[config.mk]
export PLATFORM = sky130hd
export DESIGN_NAME = aes_word_packer
export DESIGN_NICKNAME = d
export VERILOG_FILES = /design/src/rtl/aes_word_packer.sv
export SDC_FILE = /design/constraint.sdc
export NUM_CORES = 1
export LEC_CHECK = 0
export CORE_MARGIN = 2
export CORE_UTILIZATION = 41
export CTS_CLUSTER_SIZE = 28
export DETAILED_ROUTE_END_ITERATION = 10
export SLEW_MARGIN = 20
export SYNTH_ARGS = -nofsm -noshare
export SYNTH_HDL_FRONTEND = slang
export SYNTH_SLANG_ARGS = --single-unit
export TNS_END_PERCENT = 10
[constraint.sdc]
create_clock -name clk -period 5.3 [get_ports clk]
set_input_delay 0.795 -clock clk [delete_from_list [all_inputs] [get_ports clk]]
set_output_delay 0.795 -clock clk [all_outputs]
set_load 0.05 [all_outputs]
[src/rtl/aes_word_packer.sv]
// Packs a 32-bit word stream into a held AES-128 key and plaintext blocks for the AES core; 1 cycle from the 4th word to blk_valid.
// A completing word stalls while an unconsumed block is pending. Optional byte swap of input words: AES_PACK_BSWAP_EN.
module aes_word_packer #(
  parameter int KEY_PERSIST = 1
) (
  input  logic          clk,
  input  logic          rst_n,
  input  logic          s_valid,
  output logic          s_ready,
  input  logic [31:0]   s_data,
  input  logic          s_is_key,
  output logic [0:127]  blk_in,
  output logic [0:127]  blk_key,
  output logic          blk_valid,
  input  logic          blk_ready,
  output logic          key_valid,
  output logic          err_nokey
);

  localparam logic [0:0] ST_EMPTY = 1'b0;
  localparam logic [0:0] ST_FULL  = 1'b1;

  logic [0:0]  state;
  logic [1:0]  key_cnt;
  logic [1:0]  dat_cnt;
  logic [95:0] key_shadow;
  logic [95:0] dat_shadow;
  logic [31:0] word;
  logic        completing;
  logic        accept;
  logic        key_done;
  logic        dat_done;
  logic        key_ok;
  logic        issue;
  logic        handoff;

`ifdef AES_PACK_BSWAP_EN
  assign word = {s_data[7:0], s_data[15:8], s_data[23:16], s_data[31:24]};
`else
  assign word = s_data;
`endif

  assign blk_valid  = (state == ST_FULL);
  assign completing = s_is_key ? (key_cnt == 2'd3) : (dat_cnt == 2'd3);
  assign s_ready    = !(completing && blk_valid && !blk_ready);
  assign accept     = s_valid && s_ready;
  assign key_done   = accept && s_is_key && (key_cnt == 2'd3);
  assign dat_done   = accept && !s_is_key && (dat_cnt == 2'd3);
  // A key finishing alongside the last data word counts as already loaded.
  assign key_ok     = key_valid || key_done;
  assign issue      = dat_done && key_ok;
  assign handoff    = blk_valid && blk_ready;

  always_ff @(posedge clk or negedge rst_n) begin
    if (!rst_n) begin
      key_cnt    <= 2'd0;
      dat_cnt    <= 2'd0;
      key_shadow <= 96'd0;
      dat_shadow <= 96'd0;
    end else if (accept) begin
      if (s_is_key) begin
        key_cnt    <= key_cnt + 2'd1;
        key_shadow <= {key_shadow[63:0], word};
      end else begin
        dat_cnt    <= dat_cnt + 2'd1;
        dat_shadow <= {dat_shadow[63:0], word};
      end
    end
  end

  always_ff @(posedge clk or negedge rst_n) begin
    if (!rst_n) begin
      blk_key   <= '0;
      key_valid <= 1'b0;
    end else if (key_done) begin
      blk_key   <= {key_shadow, word};
      key_valid <= 1'b1;
    end else if ((KEY_PERSIST == 0) && handoff) begin
      key_valid <= 1'b0;
    end
  end

  always_ff @(posedge clk or negedge rst_n) begin
    if (!rst_n) begin
      state  <= ST_EMPTY;
      blk_in <= '0;
    end else begin
      if (issue) begin
        blk_in <= {dat_shadow, word};
      end
      case (state)
        ST_EMPTY: if (issue) state <= ST_FULL;
        ST_FULL:  if (blk_ready && !issue) state <= ST_EMPTY;
        default:  state <= ST_EMPTY;
      endcase
    end
  end

  always_ff @(posedge clk or negedge rst_n) begin
    if (!rst_n) begin
      err_nokey <= 1'b0;
    end else begin
      err_nokey <= dat_done && !key_ok;
    end
  end

endmodule

Word-level counts from Yosys, hierarchy flattened --
Index checks and enable logic that the tools add are counted.
Word-level totals: output and inout port bits 260, logic and storage cells 37, register bits after elaboration 455, input port bits 37
Cells by class: bitwise operators 2, mux-type cells 4, add/sub/neg operators 2, equality and inequality tests 2, reduce and logical (&&, ||, !) cells 18
Operator list (count):
- $logic_and A1 B1 Y1 | 10
- $logic_not A1 Y1 | 5
- $add A2 B1 Y2 const B | 2
- $eq A2 B2 Y1 const B | 2
- $reduce_and A2 Y1 | 2
- $mux W1 | 3
- $not A1 Y1 | 2
- $pmux W1 S2 | 1
- $logic_or A1 B1 Y1 | 1

Longest topological paths before layout --
Gate-level depths: netlist of the first run.
depth in word-level cells 14, gate-level depth with buffers 6, mapped depth without buffers 4

Worst setup path before layout of the first run --
OpenSTA, ideal clock, no wires.
path kind input -> output, start point in s_is_key, end point out s_ready, data required time 4.505 ns, path slack 2.489 ns, path buffers 0, arrival 2.016 ns, cell stages on the path 2, cell sequence and2_1 -> o21ai_0
On the way: longest elaborated chain between the ends 4
Ends and longest elaborated chain:
- from (decl) | RTL line 11 | input logic s_is_key,
- $mux W1 | RTL line 44 | assign completing = s_is_key ? (key_cnt == 2'd3) : (dat_cnt == 2'd3);
- $logic_and A1 B1 Y1 (2 in series) | RTL line 45 | assign s_ready = !(completing && blk_valid && !blk_ready);
- $logic_not A1 Y1 | RTL line 45
- to (decl) | RTL line 9 | output logic s_ready,
No other way between the ends.

Worst setup path in the final report of the first run --
start point reg key_cnt[0], end point out s_ready
On the way: longest elaborated chain between the ends 5
Ends and longest elaborated chain:
- from (decl) | RTL line 24 | logic [1:0] key_cnt;
- from (signal assigned) | RTL line 62 | key_cnt <= key_cnt + 2'd1;
- $eq A2 B2 Y1 | RTL line 44
- $mux W1 | RTL line 44
- $logic_and A1 B1 Y1 (2 in series) | RTL line 45
- $logic_not A1 Y1 | RTL line 45
No other way between the ends.

==> summary.md, run 1 <==
| Metric | Value |
|---|---|
| Rows | `74` |
| Relative slew slack | `38.63%` |
| Initial cell density of the core | `41.49%` |
| Register area share after synthesis | `approximately two thirds` |
| Hold buffers post-CTS | `0` |
| Drt drc | `0` |
| Syn_nets | `between 1000 and 1500` |
| R2R depth | `6` |
| Antenna violations before repair | `0` |
| Die footprint | `about 0.043 mm^2` |
| Die W | `207.3 um` |
| Reg2reg start | `key_cnt[0]$_DFFE_PN0N_` |
| Worst Setup End Kind | `primary output` |
| Most frequent cells in the layout | `dfrtp_1, mux2_2, clkdlybuf4s50_1, clkbuf_16, clkbuf_8` |
| Syn Area/Cell | `around 17 um^2` |
| Clock transition at path regs | `0.06 ns` |
| Area growth, synth to finish | `30.51%` |
| Filler instances | `3334` |
| Global-route wire length before repair | `59.21 mm` |
| Number of diodes | `0` |
| Final global-route overflow total | `0` |
| Post-DP HPWL | `24.50 mm` |
| Synthesis Warnings | `0` |
| IO Port Bufs | `296` |
| Setup Fix Bufs, Post-CTS | `0` |
| Max FO, Critical Path | `2` |
| Skew-Pair Late Insertion Delay | `0.58 ns` |
| Mapped Cells | `972` |
| Max-slew violation total from the final report | `0` |
| Start point of the critical path | `key_cnt[0]$_DFFE_PN0N_` |
| First DRT Iteration DRCs | `308` |
| F_max | `308.8 MHz` |
| Critical R2R Capture | `blk_key[111]$_DFFE_PN0P_` |
| RSZ-0062 raised after global routing | `no` |
| Post-CTS resize count | `0` |
| Status | `finished, final reports clean` |
| Io pins | `297` |
| Hold Path Class | `in -> async` |
| CTS tree | `yes` |
| Crit Path Class | `reg -> out` |
| Share of layout cells above drive strength 1 | `41.93%` |
| Synth unique cells | `17` |
| Router iterations before antenna repair | `4` |
| Synthesized flop and latch total | `455` |
| ANT nets after route | `0` |
| Via count | `9141` |
| CTS max path bufs | `3` |
| CTS root buffer | `clkbuf_16` |
| Sink Count | `approximately 460` |
| Commonest non-fill, non-tap cell in the layout | `dfrtp_1` |
| Global Route Usage Sum | `17.61%` |
| H-tree levels | `2` |
| Setup TNS | `0 ns` |
| DIE HEIGHT | `207.3 um` |
| Per-cell routed wire length | `20.08 um` |
| Final hold vios | `0` |
| Required @ worst endpoint | `roughly 4.5 ns` |
| CTS buffer count | `50` |
| Final RePlAce weighted congestion | `roughly 0.75` |
| Routed vias/inst | `4.920` |
| CP Data Arrival Time | `~2.4 ns` |
| Core ar. | `between 0.04 and 0.05 mm^2` |
| Fin crit period | `approximately 3.2 ns` |
| NumNets Final | `~1300` |
| Post-Syn Area | `0.01694 mm^2` |
| Element type at the critical path start | `flip-flop` |
| Setup crit end | `s_ready` |
| Flop2flop setup slack | `2.12 ns` |
| Final setup viols | `0` |
| Vias in the first global route | `9706` |
| Routed wire length | `37.31 mm` |
| Max-cap check violation count | `0` |
| Worst Tran Pin Value | `0.9206 ns` |
| Largest net degree at the start of global routing | `130` |
| Final worst-path cycle share | `roughly three fifths` |
| Final clock skew | `0.01752 ns` |
==> logic make-up (layout without fill, tap and decap cells) <==
logic type / count (synthesis) / in the layout / share of synthesized area [%]
flip-flops: 455 / 455 / 67.21
multiplexers: 450 / 450 / 29.91
buffers and inverters: 48 / 402 / 2.090
AND/OR/NAND/NOR: 12 / 12 / 0.3989
AO/OA/AOI/OAI: 3 / 3 / 0.1329
adder cells (fa/ha/maj): 2 / 2 / 0.1477
XOR/XNOR: 2 / 2 / 0.1034
==> final cells by class <==
cell class / count / area (um^2) / share of cell area, %
well taps: 532 / 665.6 / 3.011
multi-input cells: 469 / 5228 / 23.64
repair buffers: 310 / 3110 / 14.07
clock buffers: 75 / 1579 / 7.142
clock inverters: 17 / 140.1 / 0.6338
flip-flops and latches: 455 / 11390 / 51.50
==> registers in the layout, summed over array words and instances (netlist names) <==
| signal | flops |
|---|---|
| blk_in | 128 |
| dat_shadow | 96 |
| key_cnt | 2 |
| blk_key | 128 |
| err_nokey | 1 |
| key_shadow | 96 |
| dat_cnt | 2 |
| key_valid | 1 |
| blk_valid | 1 |
==> synthesized netlist by cell type <==
master / n / area [um^2]
nand4_1: 1 / 6.260
buf_2: 19 / 95.09
ha_1: 2 / 25.02
nand2_1: 2 / 7.510
nand3_1: 2 / 10.01
nor2b_1: 1 / 6.260
a21oi_2: 2 / 17.52
o21ai_0: 1 / 5.000
buf_4: 18 / 135.1
xor2_1: 2 / 17.52
nor2_1: 1 / 3.750
mux2_2: 450 / 5067
buf_6: 11 / 123.9
dfrtp_1: 455 / 11390
nor2b_2: 1 / 8.760
nand2b_1: 3 / 18.77
and2_1: 1 / 6.260
==> per-layer routing <==
| layer | wire, um | vias up | track usage, % |
|---|---|---|---|
| met5 | 0 | - | 0 |
| met4 | 617 | 0 | 4.384 |
| met3 | 3030 | 49 | 7.156 |
| met2 | 17760 | 236 | 27.71 |
| met1 | 15900 | 4789 | 22.74 |
| li1 | - | 4067 | - |
==> critical path, cell delays in order, from the launching register on <==
cell             delay (ns)
dfrtp_1                0.39
ha_1                   0.27
and2_1                 0.22
o21ai_0                0.16
clkdlybuf4s50_1        0.83
==> worst min-delay path by stage <==
| stage | from | to | cells after the start |
|---|---|---|---|
| 2_1_floorplan | dat_cnt[0]$_DFFE_PN0N_ | dat_cnt[0]$_DFFE_PN0N_ | 1 |
| 3_3_place_gp | key_cnt[0]$_DFFE_PN0N_ | key_cnt[0]$_DFFE_PN0N_ | 1 |
| 3_5_place_dp | dat_cnt[0]$_DFFE_PN0N_ | dat_cnt[0]$_DFFE_PN0N_ | 1 |
| 4_1_cts | rst_n | blk_in[18]$_DFFE_PN0P_ | 1 |
| 5_1_grt | rst_n | blk_in[18]$_DFFE_PN0P_ | 1 |
| 6_report | rst_n | blk_in[18]$_DFFE_PN0P_ | 1 |
==> through the flow <==
step	setup slack [ns]	instances	instance area, um^2	utilization (%)	hold slack, ns
after detailed placement	1.460	1766	20390	49.94	0.4677
after floorplan	2.489	972	16940	-	0.4480
final	2.062	1858	22110	54.15	0.2338
after global placement	1.504	1766	20390	49.94	0.4605
after global routing	1.909	1858	22110	54.15	0.2678
after CTS	2.007	1858	22110	54.15	0.2490
Power of run 1 is left out: the tool's default activity adds up to more than one toggle a clock period on the data nets, which glitch-free logic cannot reach.
==> run 2, diff against run 1 <==
==> constraint.sdc (replaced) <==
create_clock -name clk -period 3.2 [get_ports clk]
set_input_delay 0.48 -clock clk [delete_from_list [all_inputs] [get_ports clk]]
set_output_delay 0.48 -clock clk [all_outputs]
set_load 0.05 [all_outputs]
==> run 2 against run 1 <==
- count of clock-buffer cells in the layout up 4
- cell count up 0.70%
- worst hold slack better by 0.24 ns
- global-route usage down 0.11 points
- via count up 1.0%
- final area up 1.5%
- flip-flop and latch count unchanged
- critical endpoint unchanged
- highest routed layer unchanged
==> summary.md, run 2 (synthesis gave the netlist of run 1 again) <==
| Metric | Value |
|---|---|
| Area growth, synth to finish | `32.48%` |
| Worst Tran Pin Value | `0.7153 ns (-0.2053 ns)` |
| Commonest non-fill, non-tap cell in the layout | `dfrtp_1` |
| Setup TNS | `0 ns (unchanged)` |
| H-tree levels | `2 (unchanged)` |
| Antenna violations before repair | `0 (unchanged)` |
| Util after Layout | `54.96% (+0.82 points)` |
| Max-cap check violation count | `0 (unchanged)` |
| Post-CTS resize count | `0 (unchanged)` |
| Initial cell density of the core | `41.49% (unchanged)` |
| Worst hold path stage count | `1` |
| Core ar. | `0.04083 mm^2 (unchanged)` |
| Fin crit period | `2.933 ns` |
| Reg area | `0.01139 mm^2 (unchanged)` |
| Die footprint | `0.04296 mm^2 (unchanged)` |
| Placed inst area | `0.02059 mm^2 (+0.98%)` |
| Worst Hold Endpoint | `dat_cnt[0]$_DFFE_PN0N_` |
| Drt drc | `0 (unchanged)` |
| Per-cell routed wire length | `19.76 um (-1.6%)` |
| Final RePlAce weighted congestion | `0.7447 (-1.0%)` |
| R2R depth | `5 (-1)` |
| Critical R2R Capture | `blk_in[116]$_DFFE_PN0P_` |
| Worst Setup End Kind | `primary output` |
| CTS buffer count | `50 (unchanged)` |
| Final global-route overflow total | `0 (unchanged)` |
| Post-DP HPWL | `25.10 mm (+2.4%)` |
| Die W | `207.3 um (unchanged)` |
| Largest regs | `blk_in (128), blk_key (128)` |
| Skew-Pair Late Insertion Delay | `0.58 ns (about the same)` |
| Max-slew violation total from the final report | `0 (unchanged)` |
| Hold Path Class | `reg -> reg` |
| Final setup viols | `0 (unchanged)` |
| CTS root buffer | `clkbuf_16` |
| RSZ-0062 raised after global routing | `no` |
| CP Data Arrival Time | `2.45 ns (about the same)` |
| NumNets Final | `1336 (+0.83%)` |
| DIE HEIGHT | `207.3 um (unchanged)` |
| Vias in the first global route | `9816 (+1.1%)` |
| Global Route Usage Sum | `17.50% (-0.11 points)` |
| Relative slew slack | `52.31% (+14 points)` |
| Status | `finished, final reports clean` |
| Flop2flop setup slack | `0.99 ns (-1.13 ns)` |
| Pre-CTS WS | `0.6109 ns (-0.8495 ns)` |
| Final worst-path cycle share | `91.67%` |
| CTS max path bufs | `3 (unchanged)` |
| CTS tree | `yes` |
| Required @ worst endpoint | `2.72 ns (-1.79 ns)` |
| Via count | `9236 (+1.0%)` |
| Finished Cell Area | `0.02244 mm^2 (+1.5%)` |
| Most frequent cells in the layout | `dfrtp_1, mux2_2, clkdlybuf4s50_1, clkbuf_16, clkbuf_8` |
| Reg2reg start | `dat_cnt[0]$_DFFE_PN0N_` |
| Element type at the critical path start | `flip-flop` |
| IO Port Bufs | `296 (unchanged)` |
| Crit Path Class | `reg -> out` |
| Share of layout cells above drive strength 1 | `42.20% (+0.27 points)` |
| Max FO, Critical Path | `2 (unchanged)` |
| Largest net degree at the start of global routing | `88 (-32%)` |
| Io pins | `297 (unchanged)` |
| F_max | `340.9 MHz` |
| Filler instances | `3352 (+0.54%)` |
| Routed wire length | `36.97 mm (-0.90%)` |
| First DRT Iteration DRCs | `267 (-13%)` |
| ANT nets after route | `0 (unchanged)` |
| Sink Count | `455 (unchanged)` |
| Hold Path Origin | `dat_cnt[0]$_DFFE_PN0N_` |
| Global-route wire length before repair | `59.11 mm (-0.17%)` |
| Number of diodes | `0 (unchanged)` |
| Final worst slack | `0.2667 ns (-1.795 ns)` |
| Routed vias/inst | `4.936 (+0.34%)` |
| Area of the multi-input gates | `0.005228 mm^2 (unchanged)` |
| Final clock skew | `0.01253 ns (-0.004991 ns)` |
| Final hold vios | `0 (unchanged)` |
| Clock transition at path regs | `0.06 ns (about the same)` |
| Router iterations before antenna repair | `4 (unchanged)` |
| Rows | `74 (unchanged)` |
[run 2: layer usage]
layer,track usage [%],routed length [um],vias to the layer above
met4,5.345,729,0
li1,-,-,4103
met1,22.76,15540,4844
met3,5.885,2846,48
met5,0,0,-
met2,27.83,17860,241
[run 2: worst max-delay path: stages (launching register included)]
cell and delay [ns]:
dfrtp_1 0.39, ha_1 0.27, and2_1 0.22, o21ai_0 0.17
clkdlybuf4s50_1 0.83
[run 2: per-stage QoR]
step,hold WS [ns],cells
2_1_floorplan,0.1844,972
3_3_place_gp,0.4615,1776
3_5_place_dp,0.4649,1776
4_1_cts,0.4787,1871
5_1_grt,0.4870,1871
6_report,0.4785,1871
[run 2: worst max path at each step]
stage | from | end | slack (ns) | cells past startpoint
floorplan | key_cnt[0]$_DFFE_PN0N_ | s_ready | 0.88 | 3
global placement | s_is_key | s_ready | 0.59 | 4
detailed placement | s_is_key | s_ready | 0.61 | 4
CTS | key_cnt[0]$_DFFE_PN0N_ | s_ready | 0.21 | 4
global route | key_cnt[0]$_DFFE_PN0N_ | s_ready | 0.13 | 4
finish | key_cnt[0]$_DFFE_PN0N_ | s_ready | 0.27 | 4
[run 2: area by class of cell]
| class | instances | share of cell area, % |
|---|---|---|
| flip-flops and latches | 455 | 50.73 |
| clock buffers | 79 | 7.147 |
| well taps | 532 | 2.966 |
| multi-input cells | 469 | 23.29 |
| clock inverters | 15 | 1.065 |
| repair buffers | 321 | 14.80 |
[run 2: what timing repair did]
item,in CTS,in global routing
hold buffers,1,0
hold endpoints to repair,77,0
buffers inserted,0,0
Power of run 2 is left out for the same reason.
